$ cat src/rtl/mac_seq_ctrl_if.sv
// Handshake, result and shared-adder bus of the MAC sequencing controller.
// slave = controller view, master = environment (operand source, adder, result sink).
interface mac_seq_ctrl_if #(
  parameter int unsigned WIDTH = 16,
  parameter int unsigned ACC_W = 32
);
  logic             in_valid;
  logic             in_ready;
  logic [WIDTH-1:0] op_a;
  logic [WIDTH-1:0] op_b;
  logic             clr_acc;
  logic [ACC_W-1:0] add_A;
  logic [ACC_W-1:0] add_B;
  logic             add_Cin;
  logic [ACC_W-1:0] add_Sum;
  logic             add_Cout;
  logic [ACC_W-1:0] acc_out;
  logic             out_valid;
  logic             overflow;

  modport slave (
    input  in_valid, op_a, op_b, clr_acc, add_Sum, add_Cout,
    output in_ready, add_A, add_B, add_Cin, acc_out, out_valid, overflow
  );

  modport master (
    output in_valid, op_a, op_b, clr_acc, add_Sum, add_Cout,
    input  in_ready, add_A, add_B, add_Cin, acc_out, out_valid, overflow
  );
endinterface

$ cat src/rtl/mac_seq_ctrl.sv
// Multiply-accumulate sequencer time-sharing one external ripple-carry adder.
// Optional macro MAC_SEQ_EARLY_EXIT_EN: leave MUL once the remaining multiplier bits are zero.
module mac_seq_ctrl #(
  parameter int unsigned WIDTH = 16,
  parameter int unsigned ACC_W = 32
) (
  input  logic          clk,
  input  logic          rst,
  mac_seq_ctrl_if.slave bus
);

  localparam int unsigned CNT_W = $clog2(WIDTH + 1);

  if (ACC_W < 2 * WIDTH) begin : g_cfg_err
    $error("mac_seq_ctrl: ACC_W must be >= 2*WIDTH");
  end

  typedef enum logic [1:0] {S_IDLE, S_MUL, S_ACC, S_DONE} state_t;

  state_t             r_state;
  logic [ACC_W-1:0]   r_p;
  logic [ACC_W-1:0]   r_m;
  logic [WIDTH-1:0]   r_q;
  logic [CNT_W-1:0]   r_cnt;
  logic [ACC_W-1:0]   r_acc;
  logic               r_ovf;
  logic               r_out_valid;
  logic               r_in_ready;

  logic               w_accept;
  logic [WIDTH-1:0]   w_q_shr;
  logic               w_mul_last;
  logic [ACC_W-1:0]   w_add_a;
  logic [ACC_W-1:0]   w_add_b;

  // r_in_ready is only ever set while in IDLE, so it also qualifies the state.
  assign w_accept = bus.in_valid & r_in_ready;
  assign w_q_shr  = r_q >> 1;

`ifdef MAC_SEQ_EARLY_EXIT_EN
  assign w_mul_last = (w_q_shr == '0) || (r_cnt == CNT_W'(WIDTH - 1));
`else
  assign w_mul_last = (r_cnt == CNT_W'(WIDTH - 1));
`endif

  always_ff @(posedge clk or posedge rst) begin
    if (rst) begin
      r_state     <= S_IDLE;
      r_p         <= '0;
      r_m         <= '0;
      r_q         <= '0;
      r_cnt       <= '0;
      r_acc       <= '0;
      r_ovf       <= 1'b0;
      r_out_valid <= 1'b0;
      r_in_ready  <= 1'b0;
    end else begin
      r_out_valid <= 1'b0;
      case (r_state)
        S_IDLE: begin
          r_in_ready <= 1'b1;
          if (w_accept) begin
            r_p        <= '0;
            r_m        <= ACC_W'(bus.op_a);
            r_q        <= bus.op_b;
            r_cnt      <= '0;
            r_state    <= S_MUL;
            r_in_ready <= 1'b0;
            if (bus.clr_acc) begin
              r_acc <= '0;
              r_ovf <= 1'b0;
            end
          end
        end
        S_MUL: begin
          r_p   <= bus.add_Sum;
          r_m   <= r_m << 1;
          r_q   <= w_q_shr;
          r_cnt <= r_cnt + CNT_W'(1);
          if (w_mul_last) begin
            r_state <= S_ACC;
          end
        end
        S_ACC: begin
          r_acc       <= bus.add_Sum;
          r_ovf       <= r_ovf | bus.add_Cout;
          r_out_valid <= 1'b1;
          r_state     <= S_DONE;
        end
        S_DONE: begin
          r_in_ready <= 1'b1;
          r_state    <= S_IDLE;
        end
        default: begin
          r_in_ready <= 1'b0;
          r_state    <= S_IDLE;
        end
      endcase
    end
  end

  // Adder operands depend only on registered state; the product never carries out.
  always_comb begin
    w_add_a = '0;
    w_add_b = '0;
    case (r_state)
      S_MUL: begin
        w_add_a = r_p;
        w_add_b = r_q[0] ? r_m : '0;
      end
      S_ACC: begin
        w_add_a = r_acc;
        w_add_b = r_p;
      end
      default: begin
        w_add_a = '0;
        w_add_b = '0;
      end
    endcase
  end

  assign bus.add_A     = w_add_a;
  assign bus.add_B     = w_add_b;
  assign bus.add_Cin   = 1'b0;
  assign bus.in_ready  = r_in_ready;
  assign bus.out_valid = r_out_valid;
  assign bus.acc_out   = r_acc;
  assign bus.overflow  = r_ovf;

endmodule

$ cat src/flat_wrapper.sv
// flat-port wrapper written by rule: the top's interface ports become plain ports
module mac_seq_ctrl_flat 
#(
  parameter int unsigned WIDTH = 16,
  parameter int unsigned ACC_W = 32
)
  (clk, rst, bus_in_valid, bus_op_a, bus_op_b, bus_clr_acc, bus_add_Sum, bus_add_Cout, bus_in_ready, bus_add_A, bus_add_B, bus_add_Cin, bus_acc_out, bus_out_valid, bus_overflow);
  mac_seq_ctrl_if #(.WIDTH(WIDTH), .ACC_W(ACC_W)) bus_i ();
  input  logic clk;
  input  logic rst;
  input wire logic [$bits(bus_i.in_valid)-1:0] bus_in_valid;
  input wire logic [$bits(bus_i.op_a)-1:0] bus_op_a;
  input wire logic [$bits(bus_i.op_b)-1:0] bus_op_b;
  input wire logic [$bits(bus_i.clr_acc)-1:0] bus_clr_acc;
  input wire logic [$bits(bus_i.add_Sum)-1:0] bus_add_Sum;
  input wire logic [$bits(bus_i.add_Cout)-1:0] bus_add_Cout;
  output wire logic [$bits(bus_i.in_ready)-1:0] bus_in_ready;
  output wire logic [$bits(bus_i.add_A)-1:0] bus_add_A;
  output wire logic [$bits(bus_i.add_B)-1:0] bus_add_B;
  output wire logic [$bits(bus_i.add_Cin)-1:0] bus_add_Cin;
  output wire logic [$bits(bus_i.acc_out)-1:0] bus_acc_out;
  output wire logic [$bits(bus_i.out_valid)-1:0] bus_out_valid;
  output wire logic [$bits(bus_i.overflow)-1:0] bus_overflow;
  assign bus_i.in_valid = bus_in_valid;
  assign bus_i.op_a = bus_op_a;
  assign bus_i.op_b = bus_op_b;
  assign bus_i.clr_acc = bus_clr_acc;
  assign bus_i.add_Sum = bus_add_Sum;
  assign bus_i.add_Cout = bus_add_Cout;
  assign bus_in_ready = bus_i.in_ready;
  assign bus_add_A = bus_i.add_A;
  assign bus_add_B = bus_i.add_B;
  assign bus_add_Cin = bus_i.add_Cin;
  assign bus_acc_out = bus_i.acc_out;
  assign bus_out_valid = bus_i.out_valid;
  assign bus_overflow = bus_i.overflow;
  mac_seq_ctrl #(.WIDTH(WIDTH), .ACC_W(ACC_W)) u_core (.clk(clk), .rst(rst), .bus(bus_i));
endmodule
$ cat config.mk
export PLATFORM = sky130hd
export DESIGN_NAME = mac_seq_ctrl_flat
export DESIGN_NICKNAME = d
export VERILOG_FILES = /design/src/rtl/mac_seq_ctrl_if.sv /design/src/rtl/mac_seq_ctrl.sv /design/src/flat_wrapper.sv
export SDC_FILE = /design/constraint.sdc
export NUM_CORES = 1
export LEC_CHECK = 0
export CORE_AREA = 2 2 118 120
export CTS_BUF_LIST = sky130_fd_sc_hd__clkbuf_16
export CTS_CLUSTER_DIAMETER = 150
export DETAILED_ROUTE_END_ITERATION = 10
export DIE_AREA = 0 0 120 122
export PLACE_DENSITY = 0.8
export SLEW_MARGIN = 20
export SYNTH_ARGS = -nofsm -noshare
export SYNTH_HDL_FRONTEND = slang
export SYNTH_SLANG_ARGS = --single-unit
$ cat constraint.sdc
create_clock -name clk -period 4.7 [get_ports clk]
set_input_delay 0.94 -clock clk [delete_from_list [all_inputs] [get_ports clk]]
set_output_delay 0.94 -clock clk [all_outputs]
set_load 0.01 [all_outputs]
==> results of run 1 <==
[flip-flops by register name (all words and copies together) (netlist names)]
signal	flops
u_core.bus.acc_out	32
u_core.bus.in_ready	1
u_core.bus.out_valid	1
u_core.bus.overflow	1
u_core.r_cnt	5
u_core.r_m	32
u_core.r_p	32
u_core.r_q	16
u_core.r_state	2
[power by group]
group          switching [mW]  total, mW  internal (mW)
sequential              0.231       1.59           1.35
clock                   0.438       1.08          0.640
combinational            1.32       2.59           1.27
total                    1.99       5.25           3.26
[final cells by class]
class                           count  area share (%)
Clock buffer                       17            4.80
Tap cell                          180            2.54
Timing Repair Buffer              179            20.4
Clock inverter                     11           0.523
Sequential cell                   122            34.5
Multi-Input combinational cell    395            33.5
Inverter                           88            3.76
[worst max path at each step]
| stage | start | to | depth (start not counted) |
|---|---|---|---|
| global route | u_core.r_state[1] | bus_add_B[29] | 8 |
| detailed placement | u_core.r_state[0] | bus_add_B[20] | 6 |
| global placement | u_core.r_state[0] | bus_add_B[21] | 6 |
| finish | u_core.r_state[1] | bus_add_B[31] | 8 |
| CTS | u_core.r_state[0] | bus_add_B[20] | 6 |
| floorplan | rst | u_core.bus.acc_out[0] | 1 |
[per-layer routing]
layer	GRT usage, %	wire (um)	up-vias	part of all wire [%]
met5	0	0	-	0
met1	30.9	7340	2621	44
met2	38.5	8090	192	49
li1	-	-	2473	-
met4	7.43	187	0	1.1
met3	6.84	1000	16	6.0
[logic make-up (layout without fill, tap and decap cells)]
family,after synthesis,in the layout,share of synthesized area (%)
AO/OA/AOI/OAI,94,94,11.3
adder cells (fa/ha/maj),9,9,1.72
buffers and inverters,137,295,8.64
flip-flops,122,122,46.7
multiplexers,114,114,18.0
other,1,1,0.0573
AND/OR/NAND/NOR,177,177,13.6
[cell usage in the layout (no fill, tap or decap), types with 2 or more instances in the layout]
master,count
inv_1,91
clkdlybuf4s50_1,167
mux2i_1,81
nor3_1,2
a22o_1,3
clkinv_1,3
clkinv_2,4
buf_4,8
and2_1,17
mux2_2,26
ha_2,2
buf_12,3
ha_1,6
a21oi_1,4
nand3_1,3
mux2_1,6
o21ai_0,4
a221o_1,15
a22oi_1,64
nor2_1,2
dfrtp_1,122
clkbuf_16,17
nand2_1,83
nor2b_1,65
[worst max-delay path: stages (launching register included)]
cell             delay (ps)
dfrtp_1                 440
inv_1                   150
ha_1                    170
buf_4                   280
and2_1                  350
buf_4                   380
a22oi_1                 130
nor2b_1                 180
clkdlybuf4s50_1         550
[through the flow]
step	util [%]	total power [mW]	hold slack (ps)
after global routing	65.6	5.59	503
final	65.6	5.25	482
after floorplan	-	3.32	450
after detailed placement	61.9	4.16	475
after CTS	65.4	5.27	487
after global placement	61.9	4.08	462
==> run_results.csv, run 1 <==
group,metric,value,unit
clock_tree,clkTransAtPathRegs,50,ps
clock_tree,cts_buffers,17,
yosys,yosys-top-cells-area,"dfrtp_1 47%, mux2i_1 13%, a22oi_1 7.3%",
clock_tree,clock_latency,420,ps
sta,tns,0,ps
setup_path,cp-start-kind,"flop",
grt,antenna_found_initial,0,
setup_path,path_max_fanout,26,
yosys,yosys.area.top_type,"dfrtp_1",
run,max_cap_violations,0,
clock_tree,htree_levels,4,
sta,finalSetupViolCount,0,
outcome,outcome,"completed",
yosys,synth_common_cells,"122 x dfrtp_1, 88 x inv_1, 83 x nand2_1",
placed_design,post-place-ws,1080,ps
yosys,mappedNetlistArea,0.00654,sq mm
grt,grt_pass1_wl,27500,um
clock_tree,hold_buffers,0,
detailed_routing,vias_per_cell,5.34,
grt,grt-ovfl-total,0,
placed_design,placed_area,0.00836,sq mm
floorplanning,initial_utilization,48.5,%
sta,finalHoldViolCount,0,
grt,grt_max_degree,68,
detailed_routing,drt-wirelength-per-cell,16.8,um
setup_path,crit_arrival,3080,ps
finish,multi_input_area,0.00297,sq mm
clock_tree,clockBufferDepth,2,
detailed_routing,wl,16600,um
detailed_routing,drc,0,
finish,layout-drive-gt1-share,8.25,%
sta,slew_headroom,33.3,%
yosys,yosysWarnings,0,
detailed_routing,ant_nets,0,
floorplanning,die_area,0.0146,sq mm
finish,final_cell_count_no_fill,992,
setup_path,rr_endpoint,"u_core.bus.acc_out[30]",
clock_tree,cts_tree,"yes",
detailed_routing,drtPass1Iterations,5,
yosys,synth.most_common_cell,"dfrtp_1",
sta,skew,7.16,ps
placed_design,placedCellCount,963,
sta,period_share,85.6,%
placed_design,hpwl,10800,um
worst_hold_path,hold_class,"reg -> reg",
worst_hold_path,holdPathEnd,"u_core.r_cnt[4]",
floorplanning,rows,43,
sta,fmax,249,MHz
finish,area_delta_synth_final,35.3,%
placed_design,routabilityCongestion,0.804,
setup_path,critical_path_required,3760,ps
floorplanning,design.core.area,0.0135,sq mm
clock_tree,cts-root-buf,"clkbuf_16",
floorplanning,die_w,120,um
setup_path,ff2ff_path_depth,6,
worst_hold_path,worstHoldStart,"u_core.r_cnt[4]",
yosys,synth-edff-count,0,
grt,grt_pass1_vias,5490,
finish,num-fill-cells,1076,
power_and_ir_drop,p_per_area,593,mW/mm^2
finish,design_area,0.00885,sq mm
setup_path,cp-end-kind,"output port",
clock_tree,cts_resized,0,
finish,seq_area,0.00305,sq mm
power_and_ir_drop,ir_drop,0.352,mV
sta,fin_crit,4020,ps
sta,final.setup.worst_slack,676,ps
setup_path,r2r-start,"u_core.r_state[0]",
setup_path,ff2ff_setup_slack,1910,ps
detailed_routing,drt-initial-drc-count,403,
floorplanning,ios,169,
sta,slew_viol_final,0,
worst_hold_path,holdPathStages,1,
grt,grtUsageTotal,23.7,%
yosys,synthCells,654,
floorplanning,fp.dieH,122,um
yosys,ys.flop_type,"dfrtp_1",
yosys,avgSynthCellArea,10.0,sq um
clock_tree,clkSinkCount,122,
yosys,synth.top_cell.area_share,46.7,%
sta,worstMarginPinSlew,997,ps
yosys,ys_ff_latch,122,
yosys,ys_seq_area_share,46.7,%
setup_path,setup.worst_path.class,"reg -> out",
placed_design,portBuffers,167,
yosys,syn_nets,732,
sta,grt_setup_unrepaired,"no",
yosys,async_reset_ff_share,100,%
finish,diodes,0,
clock_tree,cts_setup_buffers,0,
detailed_routing,vias,5302,
power_and_ir_drop,p_leak,3.93,nW
finish,final_nets,881,
yosys,ys_types,30,
Note: power is estimated with default switching activity, not from simulation.
==> inputs of run 2 (changes only) <==
--- a/config.mk
+++ b/config.mk
@@ -10,6 +10,7 @@
 export CTS_CLUSTER_DIAMETER = 150
 export DETAILED_ROUTE_END_ITERATION = 10
 export DIE_AREA = 0 0 120 122
+export GPL_TIMING_DRIVEN = 1
 export PLACE_DENSITY = 0.8
 export SLEW_MARGIN = 20
 export SYNTH_ARGS = -nofsm -noshare
==> results of run 2 <==
The final DEF is identical to that of run 1; final timing and power are the same.
